==> config.mk <==
export PLATFORM = sky130hd
export DESIGN_NAME = tlc5615_driver
export DESIGN_NICKNAME = d
export VERILOG_FILES = /design/src/rtl/tlc5615_pkg.sv /design/src/rtl/tlc5615_driver_dac_phase_timer.sv /design/src/rtl/tlc5615_driver.sv
export SDC_FILE = /design/constraint.sdc
export NUM_CORES = 1
export LEC_CHECK = 0
export CAP_MARGIN = 20
export CORE_ASPECT_RATIO = 2
export CORE_MARGIN = 3
export CORE_UTILIZATION = 59
export DETAILED_ROUTE_END_ITERATION = 6
export PLACE_DENSITY = 0.89
export SYNTH_ARGS = -nofsm -noshare
export SYNTH_HDL_FRONTEND = slang
export SYNTH_HIERARCHICAL = 1
export SYNTH_SLANG_ARGS = --single-unit
==> constraint.sdc <==
create_clock -name clk -period 4.68 [get_ports clk]
set_clock_uncertainty 0.2 [all_clocks]
set_input_delay 1.17 -clock clk [delete_from_list [all_inputs] [get_ports clk]]
set_output_delay 1.17 -clock clk [all_outputs]
set_load 0.05 [all_outputs]
==> src/rtl/tlc5615_pkg.sv <==
// Shared types and frame geometry for the TLC5615 DAC serial writer.
package tlc5615_pkg;

  localparam int unsigned DAC_BITS   = 10;
  localparam int unsigned FRAME_BITS = 12;
  localparam int unsigned FILL_BITS  = 2;
  localparam int unsigned BIT_CNT_W  = 4;

  typedef enum logic [1:0] {
    ST_IDLE  = 2'd0,
    ST_SHIFT = 2'd1,
    ST_HOLD  = 2'd2,
    ST_GAP   = 2'd3
  } state_t;

endpackage

==> src/rtl/tlc5615_driver_dac_phase_timer.sv <==
// Half-period timer: one-cycle tick every CLK_DIV cycles while run is high,
// count restarts from zero whenever run rises.
module dac_phase_timer #(
  parameter int unsigned CLK_DIV = 25
) (
  input  logic clk,
  input  logic reset,
  input  logic run,
  output logic tick
);

  localparam int unsigned CW = (CLK_DIV > 1) ? $clog2(CLK_DIV) : 1;

  logic [CW-1:0] r_cnt;
  logic          r_tick;

  // Tick is registered one count early so it lands in the last cycle of each phase.
  always_ff @(posedge clk or posedge reset) begin
    if (reset) begin
      r_cnt  <= '0;
      r_tick <= 1'b0;
    end else if (!run) begin
      r_cnt  <= '0;
      r_tick <= 1'b0;
    end else begin
      r_tick <= (r_cnt == CW'(CLK_DIV - 2));
      r_cnt  <= (r_cnt == CW'(CLK_DIV - 1)) ? '0 : r_cnt + CW'(1);
    end
  end

  assign tick = r_tick;

endmodule

==> src/rtl/tlc5615_driver.sv <==
// TLC5615 serial writer: frames a 10-bit code as 12 bits on CS_N/SCLK/DIN.
// Optional TLC5615_SKIP_SAME_EN suppresses frames that repeat the last code.
module tlc5615_driver
  import tlc5615_pkg::*;
#(
  parameter int unsigned CLK_DIV = 25
) (
  input  logic                clk,
  input  logic                reset,
  input  logic [DAC_BITS-1:0] din,
  input  logic                start,
  output logic                ready,
  output logic                done,
  output logic                dac_cs_n,
  output logic                dac_sclk,
  output logic                dac_din
);

  state_t                r_state, w_state_nxt;
  logic [FRAME_BITS-1:0] r_shift, w_shift_nxt;
  logic [BIT_CNT_W-1:0]  r_bit_cnt, w_bit_cnt_nxt;
  logic                  r_phase, w_phase_nxt;
  logic                  r_cs_n, w_cs_n_nxt;
  logic                  r_sclk, w_sclk_nxt;
  logic                  r_din, w_din_nxt;
  logic                  r_ready, w_ready_nxt;
  logic                  r_done, w_done_nxt;
  logic                  w_run;
  logic                  w_tick;
  logic                  w_skip;

  assign w_run = (r_state != ST_IDLE);

  dac_phase_timer #(
    .CLK_DIV(CLK_DIV)
  ) u_timer (
    .clk  (clk),
    .reset(reset),
    .run  (w_run),
    .tick (w_tick)
  );

`ifdef TLC5615_SKIP_SAME_EN
  logic [DAC_BITS-1:0] r_last;
  logic [DAC_BITS-1:0] r_cur;
  logic                r_last_vld;

  // Last code is only committed once its frame has fully completed.
  always_ff @(posedge clk or posedge reset) begin
    if (reset) begin
      r_last     <= '0;
      r_cur      <= '0;
      r_last_vld <= 1'b0;
    end else begin
      if (r_state == ST_IDLE && start && !w_skip) r_cur <= din;
      if (r_state == ST_GAP && w_tick) begin
        r_last     <= r_cur;
        r_last_vld <= 1'b1;
      end
    end
  end

  assign w_skip = r_last_vld && (din == r_last);
`else
  assign w_skip = 1'b0;
`endif

  always_ff @(posedge clk or posedge reset) begin
    if (reset) begin
      r_state   <= ST_IDLE;
      r_shift   <= '0;
      r_bit_cnt <= '0;
      r_phase   <= 1'b0;
      r_cs_n    <= 1'b1;
      r_sclk    <= 1'b0;
      r_din     <= 1'b0;
      r_ready   <= 1'b1;
      r_done    <= 1'b0;
    end else begin
      r_state   <= w_state_nxt;
      r_shift   <= w_shift_nxt;
      r_bit_cnt <= w_bit_cnt_nxt;
      r_phase   <= w_phase_nxt;
      r_cs_n    <= w_cs_n_nxt;
      r_sclk    <= w_sclk_nxt;
      r_din     <= w_din_nxt;
      r_ready   <= w_ready_nxt;
      r_done    <= w_done_nxt;
    end
  end

  always_comb begin
    w_state_nxt   = r_state;
    w_shift_nxt   = r_shift;
    w_bit_cnt_nxt = r_bit_cnt;
    w_phase_nxt   = r_phase;
    w_cs_n_nxt    = r_cs_n;
    w_sclk_nxt    = r_sclk;
    w_din_nxt     = r_din;
    w_ready_nxt   = r_ready;
    w_done_nxt    = 1'b0;
    case (r_state)
      ST_IDLE: begin
        if (start && w_skip) begin
          w_done_nxt = 1'b1;
        end else if (start) begin
          w_shift_nxt   = {din, {FILL_BITS{1'b0}}};
          w_bit_cnt_nxt = '0;
          w_phase_nxt   = 1'b0;
          w_cs_n_nxt    = 1'b0;
          w_sclk_nxt    = 1'b0;
          w_din_nxt     = din[DAC_BITS-1];
          w_ready_nxt   = 1'b0;
          w_state_nxt   = ST_SHIFT;
        end
      end
      ST_SHIFT: begin
        // Data only moves at the end of a high phase, i.e. start of the next low phase.
        if (w_tick) begin
          if (!r_phase) begin
            w_sclk_nxt  = 1'b1;
            w_phase_nxt = 1'b1;
          end else if (r_bit_cnt == BIT_CNT_W'(FRAME_BITS - 1)) begin
            w_sclk_nxt  = 1'b0;
            w_state_nxt = ST_HOLD;
          end else begin
            w_sclk_nxt    = 1'b0;
            w_phase_nxt   = 1'b0;
            w_bit_cnt_nxt = r_bit_cnt + BIT_CNT_W'(1);
            w_shift_nxt   = {r_shift[FRAME_BITS-2:0], 1'b0};
            w_din_nxt     = r_shift[FRAME_BITS-2];
          end
        end
      end
      ST_HOLD: begin
        if (w_tick) begin
          w_cs_n_nxt  = 1'b1;
          w_din_nxt   = 1'b0;
          w_state_nxt = ST_GAP;
        end
      end
      ST_GAP: begin
        if (w_tick) begin
          w_done_nxt  = 1'b1;
          w_ready_nxt = 1'b1;
          w_state_nxt = ST_IDLE;
        end
      end
      default: w_state_nxt = ST_IDLE;
    endcase
  end

  assign ready    = r_ready;
  assign done     = r_done;
  assign dac_cs_n = r_cs_n;
  assign dac_sclk = r_sclk;
  assign dac_din  = r_din;

endmodule

==> results.sh <==
export IMPL_outcome="finished, final reports clean"
export IMPL_p_comb_share_pct=4.1
export IMPL_drt_iter0_drc=45
export IMPL_p_seq_share_pct=61.2
export IMPL_final_area_mm2=0.00175
export IMPL_grt_total_usage_pct=20.9
export IMPL_clkPwrFrac_pct=34.7
export IMPL_end_kind="output port"
export IMPL_worstReg2RegStart="r_state[1]"
export IMPL_ir_drop_uv=196
export IMPL_final_hold_viol_count=0
export IMPL_antenna_found_initial=0
export IMPL_drt_wl_total_um=3150
export IMPL_grt_pass1_vias=1280
export IMPL_area_delta_synth_final_pct=14.1
export IMPL_clkSinkCount=27
export IMPL_fp_dieH_um=78.1
export IMPL_viasPerCell=6.24
export IMPL_path_buf_inv=1
export IMPL_tightest_slew_ns=0.791
export IMPL_crit_chain="clkdlybuf4s50_1"
export IMPL_cts_buffers=3
export IMPL_power_leakage_nw=0.805
export IMPL_postPlaceCellArea_mm2=0.00171
export IMPL_highest_layer="met4"
export IMPL_start_kind="flop"
export IMPL_arrival_ns=1.63
export IMPL_avgSynthCellArea_um2=10.4
export IMPL_max_cap_violations=0
export IMPL_cp_slowest_stage_delay_ns=0.81
export IMPL_clk_pin_slew_ns=0.09
export IMPL_fin_tns_setup_ns=0
export IMPL_gp_congestion=0.838
export IMPL_drive_gt1_share_pct=9.76
export IMPL_rows=25
export IMPL_critPathMaxFanout=3
export IMPL_clock_latency_ns=0.28
export IMPL_first_pass_iters=4
export IMPL_power_switching_mw=0.0789
export IMPL_wl_met2_um=1820
export IMPL_rsz0062_at_grt="false"
export IMPL_synth_distinct_cells=38
export IMPL_finalNetCount=188
export IMPL_setup_violations=0
export IMPL_hp_class="reg -> reg"
export IMPL_root_buffer="clkbuf_8"
export IMPL_num_vias=1192
export IMPL_critPathKind="reg -> out"
export IMPL_route_met3_wl_um=88
export IMPL_n_fill_cell=167
export IMPL_syn_inst=147
export IMPL_slew_violations=0
export IMPL_worst_r2r_endpoint="r_shift[7]"
export IMPL_crit_required_ns=3.31
export IMPL_cts_buffer_depth=2
export IMPL_routedLengthMet1_um=1190
export IMPL_cts_htree_levels=1
export IMPL_max_slew_margin_rel_pct=47.2
export IMPL_final_cells=191
export IMPL_dpl_cell_count=187
export IMPL_wl_per_cell_um=16.5
export IMPL_initial_core_util_pct=63.7
export IMPL_synth_nets=170
export IMPL_crit_slowest_cell="clkdlybuf4s50_1"
export IMPL_finalPower_mw=0.381
export IMPL_synth_seq_area_share_pct=44.2
export IMPL_die_w_um=42.1
export IMPL_ant_nets=0
export IMPL_dieArea_mm2=0.00329
export IMPL_max_clock_freq_mhz=333
export IMPL_ys_ff_latch=27
export IMPL_hold_path_end="dac_din"
export IMPL_drc=0
export IMPL_min_period_ns=3.00
export IMPL_cts_resized=0
export IMPL_io_buffers=17
export IMPL_holdWs_ns=0.289
export IMPL_diodes=0
export IMPL_worstHoldPathCells=1
export IMPL_synth_warnings=6
export IMPL_overflow=0
export IMPL_holdBufCountCts=0
export IMPL_cts_setup_buffers=0
export IMPL_grt_first_pass_wirelength_um=5440
export IMPL_dp_hpwl_um=2390
export IMPL_cellPowerDensity_mw_per_mm2=218
export IMPL_coreArea_mm2=0.00241
export IMPL_swShare_pct=20.7
export IMPL_final_period_utilization_pct=64.1
export IMPL_synth_area_mm2=0.00154
export IMPL_cts_tree="built"
export IMPL_reg2reg_slack_ns=2.05
export IMPL_p_int_mw=0.302
export IMPL_io_pins=18
export IMPL_worstHoldStart="dac_din"
export IMPL_grt_max_degree=22
export IMPL_cp_top_family="buffers and inverters"
export IMPL_r2r_cells=6
through the flow:
stage	setup slack [ns]	util (%)
floorplan	2.39	-
global placement	1.63	70.8
detailed placement	1.55	70.8
CTS	1.67	72.7
global route	1.65	72.7
finish	1.68	72.7
routing by layer:
metal / GRT usage, % / vias to the layer above
met5: 0 / -
met1: 22.0 / 598
li1: - / 569
met2: 39.9 / 20
met3: 2.75 / 5
met4: 8.41 / 0
cells in the final DEF (no fill, tap or decap), types with 2 or more instances in the layout:
cell type        count
a21oi_1             10
a22o_1               3
a32o_1               3
and2_1               3
and4_2               2
clkbuf_8             3
clkdlybuf4s50_1     17
dfrtp_1             25
dfstp_2              2
ha_1                10
inv_1               11
mux2_1               2
nand2_1              9
nand2b_1             3
nand3_1              2
nand3b_1             2
nor2_1              15
nor3b_2              2
nor4_4               2
o21ai_0              5
o22ai_1              7
o2bb2ai_1           10
Yosys cell counts:
master     count  area (µm²)
o2bb2ai_1     10        87.6
and3b_1        1        8.76
nor2_1        15        56.3
and2_1         3        18.8
mux2_1         2        22.5
o2111a_2       1        12.5
nor4_4         2        42.5
a21o_1         1        7.51
nor2_4         1        11.3
ha_1          10         125
xnor2_1        1        8.76
and4b_4        1        13.8
inv_1         11        41.3
nand2_1        9        33.8
nand3b_1       2        15.0
nor3b_1        1        7.51
a22o_1         3        26.3
o2111ai_1      1        8.76
nand4_1        1        6.26
nand3_1        2        10.0
o211ai_1       1        7.51
clkbuf_1       1        3.75
nor2b_1        1        6.26
nor3_2         1        10.0
o21ai_0        5        25.0
dfstp_2        2        52.6
a21oi_1       10        50.1
mux2i_1        1        10.0
o22ai_1        7        43.8
a31oi_1        1        6.26
buf_4          1        7.51
buf_6          2        22.5
nand2b_1       3        18.8
nor3b_2        2        25.0
dfrtp_1       25         626
or2_1          1        6.26
a32o_1         3        30.0
and4_2         2        20.0
registers in the layout (all words and copies together), names as in the netlist:
name	cells
r_shift	9
dac_din	1
r_phase	1
r_state	2
dac_cs_n	1
dac_sclk	1
u_timer/r_cnt	5
ready	1
u_timer/tick	1
done	1
r_bit_cnt	4
kinds of logic after synthesis:
logic type / count (synthesis) / synth area share, %
xor gates and xnor gates: 1 / 0.571
buffers and inverters: 15 / 4.89
AOI/OAI and AO/OA: 43 / 19.9
adders and majority gates: 10 / 8.15
and+or+nand+nor: 48 / 20.2
DFF: 27 / 44.2
muxes: 3 / 2.12
how the worst max path moves through the flow:
stage / endpoint / slack, ns / start / cells past startpoint
6_report: ready / 1.68 / ready / 1
5_1_grt: ready / 1.65 / ready / 1
4_1_cts: ready / 1.67 / ready / 1
3_5_place_dp: r_shift[10] / 1.55 / start / 5
3_3_place_gp: r_shift[7] / 1.63 / start / 5
2_1_floorplan: dac_din / 2.39 / start / 4
final cells by class:
cell class	count	area [µm²]	area share [%]
Sequential cell	27	678	38.7
Clock inverter	1	5.00	0.286
Multi-Input combinational cell	105	782	44.6
Tap cell	27	33.8	1.93
Timing Repair Buffer	17	170	9.71
Inverter	11	41.3	2.36
Clock buffer	3	41.3	2.36
power by group through the flow:
| stage | Combinational (mW) | Clock [mW] | Sequential (mW) |
|---|---|---|---|
| 2_1_floorplan | 0.00402 | 0 | 0.238 |
| 3_3_place_gp | 0.0157 | 0 | 0.238 |
| 3_5_place_dp | 0.0158 | 0 | 0.238 |
| 4_1_cts | 0.0159 | 0.137 | 0.233 |
| 5_1_grt | 0.0170 | 0.145 | 0.233 |
| 6_report | 0.0155 | 0.132 | 0.233 |
Note: power is estimated with default switching activity, not from simulation.
